<file path="src/rtl/cmlink_frame_scheduler.sv">
// rtl/cmlink_frame_scheduler.sv - Camera Link frame timing generator and live/test-pattern source arbiter
//
// Purpose: walks a programmable frame geometry (active/blank lines and pixels),
// drives frame/line/data valid strobes and fills every active pixel slot from
// either a live 24-bit valid/ready stream or an internal test pattern. The
// source is committed at frame start only, so a frame never mixes sources.
//
// Optional feature macro: CMLINK_SCHED_PATTERN_EN
//   defined     - test-pattern generator and frame counter present; i_src_sel honoured
//   not defined - pattern logic removed, every frame uses the live stream
//
// Ports:
//   i_clk, i_rst              pixel clock, asynchronous active-high reset
//   i_enable                  run request, sampled at frame boundaries
//   i_src_sel                 0 = live stream, 1 = test pattern (latched at frame start)
//   i_src_valid/o_src_ready   live pixel handshake (o_src_ready is combinational)
//   i_src_data[23:0]          live pixel {C, B, A}
//   o_fvld, o_lvld, o_dvld    registered frame/line/data valid strobes
//   o_porta/b/c[7:0]          registered pixel ports
//   o_busy                    high while the FSM is not idle
//   o_underflow_cnt[15:0]     saturating count of starved live slots

module cmlink_frame_scheduler #(
  parameter int unsigned H_ACTIVE = 640,
  parameter int unsigned H_BLANK  = 64,
  parameter int unsigned V_ACTIVE = 480,
  parameter int unsigned V_BLANK  = 8,
  parameter int unsigned CNT_W    = 16
) (
  input  logic        i_clk,
  input  logic        i_rst,
  input  logic        i_enable,
  input  logic        i_src_sel,
  input  logic        i_src_valid,
  output logic        o_src_ready,
  input  logic [23:0] i_src_data,
  output logic        o_fvld,
  output logic        o_lvld,
  output logic        o_dvld,
  output logic [7:0]  o_porta,
  output logic [7:0]  o_portb,
  output logic [7:0]  o_portc,
  output logic        o_busy,
  output logic [15:0] o_underflow_cnt
);

  // Frame blank = blank tail of the last line plus the full vertical blank lines.
  localparam int unsigned FB_LEN = H_BLANK + V_BLANK * (H_ACTIVE + H_BLANK);

  localparam logic [CNT_W-1:0] X_ACT_LAST = CNT_W'(H_ACTIVE - 1);
  localparam logic [CNT_W-1:0] X_BLK_LAST = CNT_W'(H_BLANK - 1);
  localparam logic [CNT_W-1:0] X_FB_LAST  = CNT_W'(FB_LEN - 1);
  localparam logic [CNT_W-1:0] Y_LAST     = CNT_W'(V_ACTIVE - 1);

  typedef enum logic [1:0] {IDLE, LINE_ACT, LINE_BLK, FRAME_BLK} state_t;

  state_t           state_q, state_d;
  logic [CNT_W-1:0] x_q, x_d;   // pixel index in LINE_ACT, cycle index in the blank states
  logic [CNT_W-1:0] y_q, y_d;
  logic             src_q;

  logic             fvld_d, lvld_d, dvld_d, busy_d;
  logic [7:0]       porta_d, portb_d, portc_d;
  logic [15:0]      uf_d;

`ifdef CMLINK_SCHED_PATTERN_EN
  logic             src_d;
  logic [7:0]       fc_q, fc_d;
`else
  assign src_q = 1'b0;
  logic unused_src_sel;
  assign unused_src_sel = i_src_sel;
`endif

  // Next-state: geometry walk and frame-boundary commits.
  always_comb begin
    state_d = state_q;
    x_d     = x_q;
    y_d     = y_q;
`ifdef CMLINK_SCHED_PATTERN_EN
    src_d   = src_q;
    fc_d    = fc_q;
`endif
    case (state_q)
      IDLE: begin
        if (i_enable) begin
          state_d = LINE_ACT;
          x_d     = '0;
          y_d     = '0;
`ifdef CMLINK_SCHED_PATTERN_EN
          src_d   = i_src_sel;
`endif
        end
      end
      LINE_ACT: begin
        if (x_q == X_ACT_LAST) begin
          x_d     = '0;
          state_d = (y_q == Y_LAST) ? FRAME_BLK : LINE_BLK;
        end else begin
          x_d = x_q + 1'b1;
        end
      end
      LINE_BLK: begin
        if (x_q == X_BLK_LAST) begin
          x_d     = '0;
          y_d     = y_q + 1'b1;
          state_d = LINE_ACT;
        end else begin
          x_d = x_q + 1'b1;
        end
      end
      FRAME_BLK: begin
        if (x_q == X_FB_LAST) begin
          x_d = '0;
          y_d = '0;
          if (i_enable) begin
            state_d = LINE_ACT;
`ifdef CMLINK_SCHED_PATTERN_EN
            src_d   = i_src_sel;
            fc_d    = fc_q + 8'd1;
`endif
          end else begin
            state_d = IDLE;
          end
        end else begin
          x_d = x_q + 1'b1;
        end
      end
      default: state_d = IDLE;
    endcase
  end

  // Output staging: everything the transmitter sees is registered one cycle after the slot.
  always_comb begin
    fvld_d  = (state_q == LINE_ACT) || (state_q == LINE_BLK);
    lvld_d  = (state_q == LINE_ACT);
    dvld_d  = 1'b0;
    porta_d = 8'd0;
    portb_d = 8'd0;
    portc_d = 8'd0;
    uf_d    = o_underflow_cnt;
    busy_d  = (state_d != IDLE);
    if (state_q == LINE_ACT) begin
`ifdef CMLINK_SCHED_PATTERN_EN
      if (src_q) begin
        dvld_d  = 1'b1;
        porta_d = x_q[7:0];
        portb_d = y_q[7:0];
        portc_d = fc_q;
      end else
`endif
      if (i_src_valid) begin
        dvld_d  = 1'b1;
        porta_d = i_src_data[7:0];
        portb_d = i_src_data[15:8];
        portc_d = i_src_data[23:16];
      end else if (o_underflow_cnt != 16'hFFFF) begin
        // Starved slot is consumed, not retried.
        uf_d = o_underflow_cnt + 16'd1;
      end
    end
  end

  assign o_src_ready = (state_q == LINE_ACT) && !src_q;

  always_ff @(posedge i_clk or posedge i_rst) begin
    if (i_rst) begin
      state_q         <= IDLE;
      x_q             <= '0;
      y_q             <= '0;
      o_fvld          <= 1'b0;
      o_lvld          <= 1'b0;
      o_dvld          <= 1'b0;
      o_porta         <= 8'd0;
      o_portb         <= 8'd0;
      o_portc         <= 8'd0;
      o_busy          <= 1'b0;
      o_underflow_cnt <= 16'd0;
    end else begin
      state_q         <= state_d;
      x_q             <= x_d;
      y_q             <= y_d;
      o_fvld          <= fvld_d;
      o_lvld          <= lvld_d;
      o_dvld          <= dvld_d;
      o_porta         <= porta_d;
      o_portb         <= portb_d;
      o_portc         <= portc_d;
      o_busy          <= busy_d;
      o_underflow_cnt <= uf_d;
    end
  end

`ifdef CMLINK_SCHED_PATTERN_EN
  always_ff @(posedge i_clk or posedge i_rst) begin
    if (i_rst) begin
      src_q <= 1'b0;
      fc_q  <= 8'd0;
    end else begin
      src_q <= src_d;
      fc_q  <= fc_d;
    end
  end
`endif

endmodule

</file>
<file path="config.mk">
export PLATFORM = sky130hd
export DESIGN_NAME = cmlink_frame_scheduler
export DESIGN_NICKNAME = d
export VERILOG_FILES = /design/src/rtl/cmlink_frame_scheduler.sv
export SDC_FILE = /design/constraint.sdc
export NUM_CORES = 1
export LEC_CHECK = 0
export ABC_AREA = 1
export CAP_MARGIN = 20
export CORE_UTILIZATION = 56
export CTS_CLUSTER_DIAMETER = 40
export CTS_CLUSTER_SIZE = 30
export DETAILED_ROUTE_END_ITERATION = 8
export GPL_TIMING_DRIVEN = 0
export PLACE_DENSITY = 0.93
export SLEW_MARGIN = 40
export SYNTH_ARGS = -nofsm -noshare
export SYNTH_HDL_FRONTEND = slang
export SYNTH_SLANG_ARGS = --single-unit
</file>
<file path="constraint.sdc">
create_clock -name i_clk -period 5.7 [get_ports i_clk]
set_clock_uncertainty 0.1 [all_clocks]
set_input_delay 1.14 -clock i_clk [delete_from_list [all_inputs] [get_ports i_clk]]
set_output_delay 1.14 -clock i_clk [all_outputs]
set_load 0.05 [all_outputs]
</file>
# [Word-level counts from Yosys, hierarchy flattened]
# Cells that the tools add are included.
[word_totals] reg_bits=78 input_bits=29 wordCells=55 out_inout_bits=45
[op_classes] bitwise_logic=1 n_mux=23 n_eq_ne=11 add_sub_neg=3 reduce_logical=6
[op_table] operator="$mux W16" n=6
[op_table] operator="$pmux W16 S4" n=1
[op_table] operator="$add A16 B1 Y16 const B" n=3
[op_table] operator="$mux W8" n=6
[op_table] operator="$pmux W16 S3" n=1
[op_table] operator="$eq A16 B10 Y1 const B" n=1
[op_table] operator="$eq A16 B13 Y1 const B" n=1
[op_table] operator="$eq A16 B6 Y1 const B" n=1
[op_table] operator="$eq A16 B9 Y1 const B" n=1
[op_table] operator="$ne A16 B16 Y1 const B" n=1
[op_table] operator="$mux W2" n=4
[op_table] operator="$pmux W2 S4" n=1
[op_table] operator="$ne A2 B2 Y1 const B" n=3
[op_table] operator="$eq A2 B2 Y1 const B" n=2
[op_table] operator="$mux W1" n=4
[op_table] operator="$reduce_and A4 Y1" n=1
[op_table] operator="$reduce_and A3 Y1" n=1
[op_table] operator="$reduce_bool A3 Y1" n=1
[op_table] operator="$eq A2 B1 Y1 const B" n=1
[op_table] operator="$logic_not A2 Y1" n=1
[op_table] operator="$reduce_bool A2 Y1" n=1
[op_table] operator="$logic_or A1 B1 Y1" n=1
[op_table] operator="$not A1 Y1" n=1

# [Longest topological paths before layout]
[logic_depth] word_depth=5 depth_mapped=12 depth_no_buf=11

# [Worst setup path before layout]
# Ideal clock, no wire load.
[synth_timing] kind="register to output" start="register state_q[1]" end="output o_src_ready" arrival_time_ns=1.051 stages_incl_launch_ff=3 slack_ns=3.409 path_buffers=0 t_required_ns=4.460 cell_sequence="dfrtp_1 inv_1 ha_1"
[synth_via] elab_chain_cells=1
[synth_rtl] element="from (decl)" line="57" text="state_t state_q, state_d;"
[synth_rtl] element="from (signal assigned)" line="180" text="state_q <= state_d;"
[synth_rtl] element="$eq A2 B1 Y1" line="164" text="assign o_src_ready = (state_q == LINE_ACT) && !src_q;"
[synth_rtl] element="to (decl)" line="35" text="output logic o_src_ready,"
# Every way passes these cells.

# [Worst setup path in the final report]
# Ends and elaborated chain as after synthesis.

==> metrics.txt <==
RSZ-0062 raised after global routing no; chip width 86.4 um; area grow syn2layout 27.9%; slowest stage delay, CP 880 ps; final instance area 5100 um^2; GRT Total Usage 29.5%; max-slew headroom at the worst pin 55.6%; Worst Tran Pin Value 661 ps; reg-to-reg critical path startpoint state_q[0]; Mapped Cells 495; Overflow after GRT 0; slowest CP cell clkdlybuf4s50_1; maximum root-to-sink buffer count 2; Final nets 616; Slew Limit Fails 0; Seq/Total Area, Yosys 48.9%; total length of routed met2 wires 5090 um; Rows 30; global-route wire length before repair 17000 um; Synth Area per Inst 8.06 um^2; fill count 438; TritonCTS Buffers 9; ANT cells 0; Syn Nets 532; Clock transition at path regs 80 ps; TritonCTS clock tree yes; Setup TNS 0 ps; HPWL Detailed 6880 um; WL per Instance 14.8 um; status finished, final reports clean; die area 7460 um^2; initial antenna violation count 0; Leak 2.35 nW; GP Congestion 0.897; post_cts resized 0; worst-path maximum fanout 7; min-delay src x_q[14]; H-Tree Depth 3; final WL 10100 um; MaxCap Viol Count 0; Seq cells post-synth 78; Top Metal Used met4; layout cells sized above 1 6.86%; Clock Power Share 26.9%; Worst Path Buf+Inv 2; vias in the first global route 3666; Core Footprint 6830 um^2; Starting Density 58.4%; TritonRoute pass-1 iters 6; WL met3 812 um; Critical Path RT 4460 ps; Arr. time, crit path 2180 ps; pin count of the biggest net entering global routing 41; VDD IR max 307 uV; kind of cell adding the most delay to the critical path buffers and inverters; post-DR vias/cell 5.50; P_sw 0.766 mW; CP endpoint kind output port; Die H 86.4 um; Pint 1.15 mW; Fmax 0.292 GHz; final period utilization 60.0%; Syn. warnings 0; post-synthesis cell type count 31; Final Hold Viols 0; Finish-stage setup viols 0; crit-path cells inv_1 > ha_1 > clkdlybuf4s50_1; type of the worst setup path reg -> out; Post-CTS Setup Bufs 0; IO Count 74; power share of the sequential group 36.1%; DRT met1 WL 3930 um; Worst Setup SP state_q[1]; clock root buffer clkbuf_8; Placed Instances 664; Antenna Nets Post-Route 0; area of the mapped netlist 3990 um^2; Hold Crit Class reg -> reg; power density cells 376 nW/um^2; Cell Count, Final, Fillers Out 679; Sink Count 78; Final min period 3420 ps; DP Area 4850 um^2; routed via count 3737; Core Util, Final 74.6%; Iter 0 DRT Violations 427; cts hold-fix bufs 0; residual DRC count 0; combinational power share 37.0%; clk_lat worst skew 360 ps; sw frac 40.0%; Startpoint Class flop; I/O Buffers 72
==> per-stage QoR <==
stage	setup WS [ps]	hold WS, ps	power [mW]
after CTS	2330	426	1.91
after floorplan	2460	374	1.15
after global routing	2250	449	1.99
after global placement	1300	393	1.36
final	2280	428	1.92
after detailed placement	2550	407	1.39
==> registers in the layout (all words and copies together) (netlist names) <==
name and flops:
o_fvld 1, o_dvld 1, o_lvld 1, y_q 16, o_portb 8, x_q 16
o_underflow_cnt 16, o_portc 8, o_busy 1, o_porta 8, state_q 2
==> cell usage after synthesis, drive strengths merged <==
cell type,number,area (um^2)
a21oi,3,15.0
buf,4,33.8
clkbuf,3,11.3
clkinv,1,3.75
dfrtp,78,1950
ha,8,100
inv,70,265
mux2i,1,10.0
nand2,114,445
nand3,48,245
nand4,5,31.3
nor2,78,312
nor3,17,95.1
o211ai,1,7.51
o21ai,25,140
o22ai,5,31.3
o31ai,1,7.51
or2,3,18.8
xnor2,6,52.6
xor2,24,210
==> cell families after synthesis <==
kind of cell    count (synthesis)  synth area share, %
fa+ha+maj                       8                 2.51
flops                          78                 48.9
mux                             1                0.251
compound gates                 35                 5.05
xor+xnor                       30                 6.59
simple gates                  265                 28.8
buf+inv                        78                 7.88
==> layout make-up <==
| type | count | area (um^2) | area share, % |
|---|---|---|---|
| multi-input combinational | 339 | 1720 | 33.8 |
| tap | 96 | 120 | 2.36 |
| timing repair buffer | 73 | 741 | 14.5 |
| clock buffer | 10 | 138 | 2.70 |
| buffer | 7 | 45.0 | 0.883 |
| inverter | 71 | 274 | 5.37 |
| clock inverter | 5 | 108 | 2.11 |
| sequential | 78 | 1950 | 38.3 |
==> final timing paths <==
check                               to  slack (ps)  depth (start not counted)
max                        o_src_ready        2280                          3
min                            x_q[14]         430                          2
max reg2reg                     y_q[9]        3390                          9
min reg2reg                    x_q[14]         430                          2
max in group asynchronous       y_q[4]        3940                          3
min in group asynchronous   o_portc[3]        1040                          2
==> power by group through the flow <==
stage / Sequential, mW / Clock (mW) / Combinational, mW
global route: 0.697 / 0.541 / 0.752
floorplan: 0.902 / 0 / 0.249
CTS: 0.688 / 0.516 / 0.708
detailed placement: 0.696 / 0 / 0.696
finish: 0.691 / 0.516 / 0.709
global placement: 0.690 / 0 / 0.675
==> routing by layer <==
| metal | up-vias | global-route usage, % |
|---|---|---|
| met3 | 37 | 8.19 |
| li1 | 1714 | - |
| met4 | 0 | 11.1 |
| met2 | 220 | 50.6 |
| met5 | - | 0 |
| met1 | 1766 | 35.6 |
==> worst register-to-register path, stage by stage (launching register included) <==
cell	delay [ps]
dfrtp_1	430
inv_1	150
ha_1	190
inv_1	50
nor2_2	360
inv_2	190
o31ai_1	230
nor2_8	140
buf_4	210
o21ai_0	180
==> cell usage in the layout (no fill, tap or decap), drive strengths merged <==
cell type        n
nand2          114
o31ai            1
o211ai           1
or2              3
ha               8
bufinv           3
clkdlybuf4s50   72
dfrtp           78
nand3           48
xor2            24
xnor2            6
clkbuf          13
nand4            5
nor3            17
o22ai            5
a21oi            3
mux2i            1
clkinv           3
inv             70
o21ai           25
nor2            78
buf              5
(Power assumes the default switching activity.)
